[src/rtl/gmii_pkg.sv]
// Shared GMII transmit constants, FSM state encoding and the delay-line byte type.
// Latency: n/a (declarations only).
// Backpressure: n/a.
package gmii_pkg;

  localparam logic [7:0]  GMII_PREAMBLE   = 8'h55;
  localparam logic [7:0]  GMII_SFD        = 8'hD5;
  localparam logic [31:0] CRC32_POLY_REFL = 32'hEDB88320;
  localparam logic [31:0] CRC32_INIT      = 32'hFFFFFFFF;

  typedef enum logic [2:0] {
    IDLE,
    PRE,
    DATA,
    PAD,
    FCS,
    IFG
  } tx_state_e;

  // One byte lane of the input stream: valid flag on top, data below,
  // matching the {valid, byte} layout of udp_i.
  typedef struct packed {
    logic       vld;
    logic [7:0] dat;
  } gmii_byte_t;

endpackage

[src/rtl/crc32_d8.sv]
// Reflected CRC32 next-state for one byte (LSB-first bit order, Ethernet FCS).
// Latency: combinational.
// Backpressure: none; the caller decides when to register the result.
module crc32_d8
  import gmii_pkg::*;
(
  input  logic [31:0] crc,
  input  logic [7:0]  data,
  output logic [31:0] crc_next
);

  // Eight shift/conditional-XOR steps unrolled; bit 0 of the byte goes in first.
  always_comb begin
    crc_next = crc ^ {24'h000000, data};
    for (int i = 0; i < 8; i++) begin
      crc_next = crc_next[0] ? ((crc_next >> 1) ^ CRC32_POLY_REFL) : (crc_next >> 1);
    end
  end

endmodule

[src/rtl/gmii_tx_framer.sv]
// Wraps a raw byte stream into a GMII frame: preamble, SFD, data, zero pad, FCS, then IFG.
// Latency: first data byte leaves PREAMBLE_LEN+2 cycles after the input valid rise (9 by default).
// Backpressure: none; frames arriving while busy are discarded whole and counted.
module gmii_tx_framer
  import gmii_pkg::*;
#(
  parameter int MIN_FRAME    = 60,
  parameter int IFG_CYCLES   = 12,
  parameter int PREAMBLE_LEN = 7
) (
  input  logic        eth_rxck,
  input  logic        rst_rx,
  input  logic [8:0]  udp_i,
  output logic [7:0]  gmii_txd,
  output logic        gmii_txctl,
  output logic        busy_o,
  output logic [15:0] frame_cnt_o,
  output logic [15:0] drop_cnt_o
);

  // The delay line covers the preamble plus the SFD cycle, so the first
  // frame byte reaches the tap exactly when the FSM enters DATA.
  localparam int          DL_DEPTH = PREAMBLE_LEN + 1;
  localparam logic [10:0] MIN_LEN  = 11'(MIN_FRAME);
  localparam logic [10:0] BYTE_MAX = 11'd2047;
  localparam logic [3:0]  PRE_LAST = 4'(PREAMBLE_LEN);
  localparam logic [7:0]  IFG_LAST = 8'(IFG_CYCLES - 1);

  gmii_byte_t  dline [DL_DEPTH];
  gmii_byte_t  tap;
  tx_state_e   state;
  logic        in_vld_q;
  logic        vld_rise;
  logic        drop_flag;
  logic        drop_hit;
  logic        start_ok;
  logic [3:0]  pre_cnt;
  logic [10:0] byte_cnt;
  logic [1:0]  fcs_idx;
  logic [7:0]  ifg_cnt;
  logic [31:0] crc;
  logic [31:0] crc_next;
  logic [7:0]  crc_byte;
  logic [7:0]  fcs_byte;

  assign vld_rise = udp_i[8] & ~in_vld_q;
  assign drop_hit = vld_rise & (state != IDLE);
  assign start_ok = vld_rise & ~drop_flag & (state == IDLE);
  assign tap      = dline[DL_DEPTH-1];
  // Padding shares the CRC engine with data; pad bytes are simply zero.
  assign crc_byte = (state == DATA && tap.vld) ? tap.dat : 8'h00;
  assign fcs_byte = ~crc[{fcs_idx, 3'b000} +: 8];

  crc32_d8 u_crc (
    .crc      (crc),
    .data     (crc_byte),
    .crc_next (crc_next)
  );

  // Delay line: holds input bytes back until the preamble and SFD are out; a dropped run is blanked.
  always_ff @(posedge eth_rxck) begin
    if (rst_rx) begin
      for (int i = 0; i < DL_DEPTH; i++) dline[i] <= '0;
      in_vld_q <= 1'b0;
    end else begin
      dline[0] <= (drop_flag || drop_hit) ? '0 : gmii_byte_t'(udp_i);
      for (int i = 1; i < DL_DEPTH; i++) dline[i] <= dline[i-1];
      in_vld_q <= udp_i[8];
    end
  end

  // Drop tracking: a run that starts while busy is ignored until its valid drops, counted once.
  always_ff @(posedge eth_rxck) begin
    if (rst_rx) begin
      drop_flag  <= 1'b0;
      drop_cnt_o <= '0;
    end else begin
      if (!udp_i[8])     drop_flag <= 1'b0;
      else if (drop_hit) drop_flag <= 1'b1;
      if (drop_hit) drop_cnt_o <= drop_cnt_o + 16'd1;
    end
  end

  // Transmit FSM: every GMII output is registered here, one byte decided per edge.
  always_ff @(posedge eth_rxck) begin
    if (rst_rx) begin
      state       <= IDLE;
      gmii_txd    <= '0;
      gmii_txctl  <= 1'b0;
      busy_o      <= 1'b0;
      frame_cnt_o <= '0;
      crc         <= CRC32_INIT;
      pre_cnt     <= '0;
      byte_cnt    <= '0;
      fcs_idx     <= '0;
      ifg_cnt     <= '0;
    end else begin
      case (state)
        IDLE: begin
          gmii_txd   <= '0;
          gmii_txctl <= 1'b0;
          if (start_ok) begin
            state      <= PRE;
            gmii_txd   <= GMII_PREAMBLE;
            gmii_txctl <= 1'b1;
            busy_o     <= 1'b1;
            crc        <= CRC32_INIT;
            pre_cnt    <= 4'd1;
            byte_cnt   <= '0;
          end
        end
        PRE: begin
          if (pre_cnt == PRE_LAST) begin
            gmii_txd <= GMII_SFD;
            state    <= DATA;
          end else begin
            gmii_txd <= GMII_PREAMBLE;
            pre_cnt  <= pre_cnt + 4'd1;
          end
        end
        DATA: begin
          if (tap.vld) begin
            gmii_txd <= tap.dat;
            crc      <= crc_next;
            if (byte_cnt != BYTE_MAX) byte_cnt <= byte_cnt + 11'd1;
          end else if (byte_cnt < MIN_LEN) begin
            // First pad byte goes out on the same edge so TX_EN never gaps.
            gmii_txd <= 8'h00;
            crc      <= crc_next;
            byte_cnt <= byte_cnt + 11'd1;
            fcs_idx  <= 2'd0;
            state    <= (byte_cnt + 11'd1 == MIN_LEN) ? FCS : PAD;
          end else begin
            // CRC is already final; emit FCS byte 0 now and continue from byte 1.
            gmii_txd <= fcs_byte;
            fcs_idx  <= 2'd1;
            state    <= FCS;
          end
        end
        PAD: begin
          gmii_txd <= 8'h00;
          crc      <= crc_next;
          byte_cnt <= byte_cnt + 11'd1;
          if (byte_cnt + 11'd1 == MIN_LEN) begin
            fcs_idx <= 2'd0;
            state   <= FCS;
          end
        end
        FCS: begin
          gmii_txd <= fcs_byte;
          fcs_idx  <= fcs_idx + 2'd1;
          if (fcs_idx == 2'd3) begin
            state       <= IFG;
            frame_cnt_o <= frame_cnt_o + 16'd1;
            ifg_cnt     <= '0;
          end
        end
        IFG: begin
          gmii_txd   <= '0;
          gmii_txctl <= 1'b0;
          if (ifg_cnt == IFG_LAST) begin
            state  <= IDLE;
            busy_o <= 1'b0;
          end else begin
            ifg_cnt <= ifg_cnt + 8'd1;
          end
        end
        default: begin
          state      <= IDLE;
          gmii_txd   <= '0;
          gmii_txctl <= 1'b0;
          busy_o     <= 1'b0;
        end
      endcase
    end
  end

endmodule

[config.mk]
export PLATFORM = sky130hd
export DESIGN_NAME = gmii_tx_framer
export DESIGN_NICKNAME = d
export VERILOG_FILES = /design/src/rtl/gmii_pkg.sv /design/src/rtl/crc32_d8.sv /design/src/rtl/gmii_tx_framer.sv
export SDC_FILE = /design/constraint.sdc
export NUM_CORES = 1
export LEC_CHECK = 0
export ABC_AREA = 1
export CAP_MARGIN = 15
export CORE_ASPECT_RATIO = 1.2
export CORE_MARGIN = 2
export CORE_UTILIZATION = 55
export DETAILED_ROUTE_END_ITERATION = 12
export PLACE_DENSITY = 0.75
export SYNTH_ARGS = -nofsm -noshare
export SYNTH_HDL_FRONTEND = slang
export SYNTH_HIERARCHICAL = 1
export SYNTH_SLANG_ARGS = --single-unit
[constraint.sdc]
create_clock -name eth_rxck -period 2.8 [get_ports eth_rxck]
set_input_delay 0.56 -clock eth_rxck [delete_from_list [all_inputs] [get_ports eth_rxck]]
set_output_delay 0.56 -clock eth_rxck [all_outputs]
set_load 0.1 [all_outputs]
# Yosys cells after proc, flatten, opt, wreduce, memory -nomap -nowiden
# Memories as Yosys holds them, arrays and structs flattened.
# Index checks and enable logic that the tools add are counted.
[classes] n_addsub=6 order_cmp=1 n_eq_ne=20 shift=1 muxes=59 bitwise=26 reduce_logical=18
[ops] operator="two-way mux 32 bit" n=11
[ops] operator="NOT 13 -> 14 bit" n=8
[ops] operator="case mux 32 bit (3 select lines)" n=1
[ops] operator="two-way mux 9 bit" n=9
[ops] operator="two-way mux 8 bit" n=6
[ops] operator="two-way mux 11 bit" n=4
[ops] operator="case mux 11 bit (3 select lines)" n=1
[ops] operator="adder 16 x 1 -> 16 bit (second input constant)" n=2
[ops] operator="case mux 8 bit (4 select lines)" n=1
[ops] operator="indexed part select 32 x 6 -> 8 bit" n=1
[ops] operator="bitwise XOR 32 x 8 -> 32 bit" n=1
[ops] operator="two-way mux 3 bit" n=8
[ops] operator="case mux 3 bit (6 select lines)" n=1
[ops] operator="!= test 2 bit (second input constant)" n=8
[ops] operator="case mux 8 bit (2 select lines)" n=1
[ops] operator="AND reduction 3 bit" n=5
[ops] operator="adder 11 x 1 -> 11 bit (second input constant)" n=1
[ops] operator="equality test 11 x 6 -> 1 bit (second input constant)" n=1
[ops] operator="less-than comparator 11 x 6 -> 1 bit (second input constant)" n=1
[ops] operator="!= test 11 bit (second input constant)" n=1
[ops] operator="nonzero test 3 bit" n=3
[ops] operator="adder 8 x 1 -> 8 bit (second input constant)" n=1
[ops] operator="equality test 8 x 4 -> 1 bit (second input constant)" n=1
[ops] operator="two-way mux 4 bit" n=2
[ops] operator="other kinds (28)" n=52
[totals] regBits=104 ramBits=72 inputBits=11 elab_cells=145 mem_count=1
[mem_list] memory="dline" depth=8 width=9 rd=8 rd_clocked_by_memory_dff=0 write_ports=8 line="gmii_tx_framer.sv:29" source="gmii_byte_t dline [DL_DEPTH];"

# Longest topological paths before layout
[logic_depth] word_depth=23 depth_mapped=21 ltp_nobuf=21

# Cells and area by module
# Netlist, hierarchy kept.
[modules_own_cells] mod="gmii_tx_framer" n_inst=1 cells_each=918 area_per_inst_um2=7016.7 seq_area_each_um2=3523.4
[modules_own_cells] mod="crc32_d8" n_inst=1 cells_each=218 area_per_inst_um2=1251.2 seq_area_each_um2=0.0

# Worst setup path before layout
# OpenSTA, ideal clock, no wires.
[synth_path] path_type="reg-to-reg" startpoint="register frame_cnt_o[0]" endpoint="register frame_cnt_o[15]" setup_time_ns=0.131 arrival_time_ns=2.161 required_time_ns=2.669 path_slack_ns=0.508 path_stages_with_launch=9 period_less_slack_ns=2.292 path_cell_list="dfxtp_1 > inv_1 > nor3_1 > nand3_2 > nor2_2 > nand4_2 > nor2_2 > and3_1 > nor3_2"
[synth_between] elab_chain_cells=1
[synth_rtl] element="start: declaration" line="gmii_tx_framer.sv:17" source="output logic [15:0] frame_cnt_o,"
[synth_rtl] element="start signal: assignment" line="gmii_tx_framer.sv:154" source="frame_cnt_o <= frame_cnt_o + 16'd1;"
[synth_rtl] element="adder 16 x 1 -> 16 bit" line="gmii_tx_framer.sv:154"
# No other way between the ends.
# A chain may end at the register's enable or synchronous reset.

# Worst setup path in the final report
[layout_path] startpoint="register state[1]" endpoint="register crc[19]"
[layout_between] elab_cells_between_ends=29 classes_between="eq/ne (4); mux (12); bitwise (9); reduce/logical (4)"
[layout_rtl] element="start: declaration" line="gmii_tx_framer.sv:31" source="tx_state_e state;"
[layout_rtl] element="start signal: assignment" line="gmii_tx_framer.sv:132" source="state <= (byte_cnt + 11'd1 == MIN_LEN) ? FCS : PAD;"
[layout_rtl] element="equality test 3 x 2 -> 1 bit *" line="gmii_tx_framer.sv:51" source="assign crc_byte = (state == DATA && tap.vld) ? tap.dat : 8'h00;"
[layout_rtl] element="logical AND 1 bit *" line="gmii_tx_framer.sv:51"
[layout_rtl] element="two-way mux 8 bit *" line="gmii_tx_framer.sv:51"
[layout_rtl] element="net crc_byte[7]" line="gmii_tx_framer.sv:43" source="logic [7:0] crc_byte;"
[layout_rtl] element="bitwise XOR 32 x 8 -> 32 bit *" line="crc32_d8.sv:14" source="crc_next = crc ^ {24'h000000, data};"
[layout_rtl] element="two-way mux 32 bit *" line="crc32_d8.sv:16" source="crc_next = crc_next[0] ? ((crc_next >> 1) ^ CRC32_POLY_REFL) : (crc_next >> 1);"
[layout_rtl] element="NOT 13 -> 14 bit (no source line)"
[layout_rtl] element="two-way mux 32 bit * (7 in a row)" line="crc32_d8.sv:16"
[layout_rtl] element="net crc_next[19]" line="gmii_tx_framer.sv:42" source="logic [31:0] crc_next;"
[layout_rtl] element="two-way mux 32 bit" line="gmii_tx_framer.sv:126" source="end else if (byte_cnt < MIN_LEN) begin"
[layout_rtl] element="two-way mux 32 bit" line="gmii_tx_framer.sv:122" source="if (tap.vld) begin"
[layout_rtl] element="case mux 32 bit (3 select lines) *" line="gmii_tx_framer.sv:98" source="case (state)"
[layout_rtl] element="end signal: assignment" line="gmii_tx_framer.sv:124" source="crc <= crc_next;"
[layout_rtl] element="end signal: assignment" line="gmii_tx_framer.sv:129" source="crc <= crc_next;"
[layout_rtl] element="end signal: assignment" line="gmii_tx_framer.sv:142" source="crc <= crc_next;"
[layout_rtl] element="end: declaration" line="gmii_tx_framer.sv:41" source="logic [31:0] crc;"
# The timed path passes the listed nets; every way through them passes the cells marked *. The select of a mux whose other input is x is not followed.

==> results_dict.tcl <==
set metrics [dict create \
    async_reset_ff_share_pct 0 \
    vias 6991 \
    grt_overflow 0 \
    ys_top_cells_by_area "dfxtp_1, nand2_1, inv_1" \
    ys_ff_latch 176 \
    synth-main-ff-cell "dfxtp_1" \
    drt_iter0_drc 487 \
    cts_tree "yes" \
    tightest_slew_ns 0.558 \
    port-buffer-count 52 \
    clkTransAtPathRegs_ns 0.07 \
    yosys_warnings 6 \
    grt_pass1_wl_um 29500 \
    hold_viol 0 \
    critical_path_arrival_ns 2.89 \
    slew_headroom_pct 62.8 \
    p_total_w 0.00923 \
    cts_root_buf "clkbuf_16" \
    cp_top_family "simple AND/OR/NAND/NOR gates" \
    finClkSkew_ns 0.00907 \
    ff_latch_area_um2 3520 \
    cts_max_path_buffers 2 \
    cp_cell_sequence "inv_2 -> nor2_4 -> inv_2 -> nor2_4 -> nand2_4 -> inv_2 -> nand2_1 -> inv_1 -> nor2_1 -> nor2_4 -> nand2_1 -> nand2_2 -> nand2_2 -> nand2_2 -> nand3_1 -> nand2_1 -> inv_1 -> o21ai_0 -> nand2_1" \
    syn_nets 1154 \
    max_freq_mhz 390 \
    vias_per_cell 4.99 \
    rsz0062_at_grt "false" \
    ys_seq_area_share_pct 42.6 \
    avgRoutedWirePerCell_um 12.4 \
    dieArea_um2 16000 \
    initial_utilization_pct 55.7 \
    wl_met2_um 8320 \
    cts_sinks 176 \
    drc 0 \
    cp_num_buf_inv 5 \
    cap_violations 0 \
    numCtsBuffers 17 \
    fp.dieW_um 116 \
    setup_violations 0 \
    hp-class "reg2reg" \
    yosysTopAreaCellShare_pct 42.6 \
    cpPeakStageDelay_ns 0.40 \
    fin_crit_sh_pct 91.5 \
    multi_input_area_um2 3960 \
    synthCells 1136 \
    status "completed" \
    path_class "reg2reg" \
    yosys.area.top_type "dfxtp_1" \
    core_um2 14800 \
    syn_to_final_growth_pct 15.2 \
    clk-insertion-delay-late_ns 0.43 \
    fin_setup_tns_ns 0 \
    grt_max_degree 126 \
    rows 49 \
    wl_met3_um 747 \
    post-route-min-period_ns 2.56 \
    cpMaxStageDelayCell "dfxtp_1" \
    drt-total-wl_um 17400 \
    highest_layer "met4" \
    crit_fanout 9 \
    ant_nets 0 \
    cts.htree.levels 4 \
    cp-end-kind "flip-flop" \
    antenna_found_initial 0 \
    ys_types 52 \
    hpwl_um 11700 \
    slew_viol_final 0 \
    die_y_um 138 \
    p_per_area_nw_per_um2 969 \
    drt_first_pass_iters 5 \
    synth_edf_count 0 \
    syn_area_per_cell_um2 7.28 \
    final_nets 1203 \
    netlist_area_um2 8270 \
    wl_met1_um 7780 \
    ioPinCount 53 \
    required_ns 3.13 \
    gp_congestion 0.912 \
    worst_setup_path_start_kind "flip-flop" \
    crit_top_cell "nand2_1" \
    vdd_ir_drop_max_uv 452 \
    p_leak_nw 4.18 \
    grt_usage_pct 22.7 \
    final_layout_size_suffix_gt1_share_pct 14.4 \
    fillers 1325 \
    grt_pass1_vias 6584 \
    diodes 0 \
]
-- power by group --
| group | total [W] | switching [W] | internal [W] |
|---|---|---|---|
| registers | 0.00312 | 0.000301 | 0.00282 |
| logic | 0.00364 | 0.00245 | 0.00119 |
| clock network | 0.00247 | 0.00110 | 0.00137 |
-- worst paths after layout --
check / startpoint / end / slack, ns / cells after the start
min: dline[1][14] / dline[1][23] / 0.40 / 2
max reg2reg: state[1] / crc[19] / 0.24 / 19
min reg2reg: dline[1][14] / dline[1][23] / 0.40 / 2
max: state[1] / crc[19] / 0.24 / 19
-- through the flow --
step,cells,instance area (um^2),hold slack [ns],setup slack (ns),utilization [%]
final,1402,9530,0.400,0.239,64.2
after global routing,1402,9530,0.413,0.0354,64.2
after global placement,1370,8890,0.388,0.270,60.0
after detailed placement,1370,8890,0.392,0.221,60.0
after CTS,1402,9510,0.402,0.211,64.1
after floorplan,1136,8270,0.388,0.508,-
-- Yosys cell counts (12+ instances only) --
| library cell | number |
|---|---|
| a21oi_1 | 79 |
| inv_2 | 14 |
| nand2_2 | 24 |
| inv_1 | 161 |
| nor2_1 | 153 |
| xor2_1 | 36 |
| nand2_4 | 12 |
| clkbuf_1 | 26 |
| o21ai_0 | 69 |
| dfxtp_1 | 176 |
| nand2_1 | 230 |
| nand3_1 | 36 |
-- flip-flops by register name (all words and copies together) (netlist names), 3 cells and up --
signal and count:
ifg_cnt 8, gmii_txd 8, dline 72, state 3, pre_cnt 4, byte_cnt 11
frame_cnt_o 16, drop_cnt_o 16, crc 32
-- logic make-up after synthesis --
kind of cell,synth area share [%]
AND/OR/NAND/NOR,28.6
buffers and inverters,9.61
AO/OA/AOI/OAI,12.1
flip-flops,42.6
XOR/XNOR,5.89
adder cells (fa/ha/maj),1.06
multiplexers,0.121
-- worst reg2reg max path, stage by stage (launching register included) --
cell and delay (ns):
dfxtp_1 0.40, inv_2 0.08, nor2_4 0.16, inv_2 0.07, nor2_4 0.14, nand2_4 0.14, inv_2 0.11, nand2_1 0.10
inv_1 0.12, nor2_1 0.09, nor2_4 0.15, nand2_1 0.08, nand2_2 0.17, nand2_2 0.07, nand2_2 0.13, nand3_1 0.09
nand2_1 0.09, inv_1 0.04, o21ai_0 0.15, nand2_1 0.06
-- layer usage --
metal / vias to the layer above / track usage (%)
li1: 3639 / -
met1: 3138 / 28.5
met2: 166 / 36.5
met3: 48 / 4.82
met4: 0 / 11.5
met5: - / 0
-- area by class of cell --
class | instances | area share, %
clock buffer | 18 | 4.51
timing repair buffer | 62 | 5.25
inverter | 177 | 6.99
tap | 204 | 2.68
multi-input combinational | 751 | 41.6
clock inverter | 14 | 1.98
sequential | 176 | 37.0
-- layout by cell type, fill, tap and decap left out, types with 4 or more instances in the layout --
cell type        netlist  layout
o21ai_0               69      69
ha_1                   7       7
o32a_1                 5       5
nand3_2                4       4
inv_2                 14      14
nor2_1               153     150
clkbuf_16              0      17
inv_6                  0       4
o21a_1                 4       4
buf_4                  0      52
o21ai_1                6       6
inv_8                  0       5
nand2_1              230     230
xor2_1                36      36
nand4_1                8       8
a21oi_1               79      79
a211oi_1               6       6
inv_1                161     161
nor3_2                 4       4
nand2_2               24      23
nor2_4                 5       5
clkdlybuf4s50_1        0       9
xnor2_1                9       9
nor3_1                 9       9
nand3_1               36      36
dfxtp_1              176     176
nor2_2                 9      12
nand2_4               12      13
-- repair_timing --
| action | in CTS | in global routing |
|---|---|---|
| gates resized for setup | 0 | 4 |
| endpoints found under the hold margin | 0 | 0 |
| hold buffers | 0 | 0 |
| buffers inserted | 0 | 0 |
| setup endpoints to repair | 0 | 4 |
(Power assumes the default switching activity.)
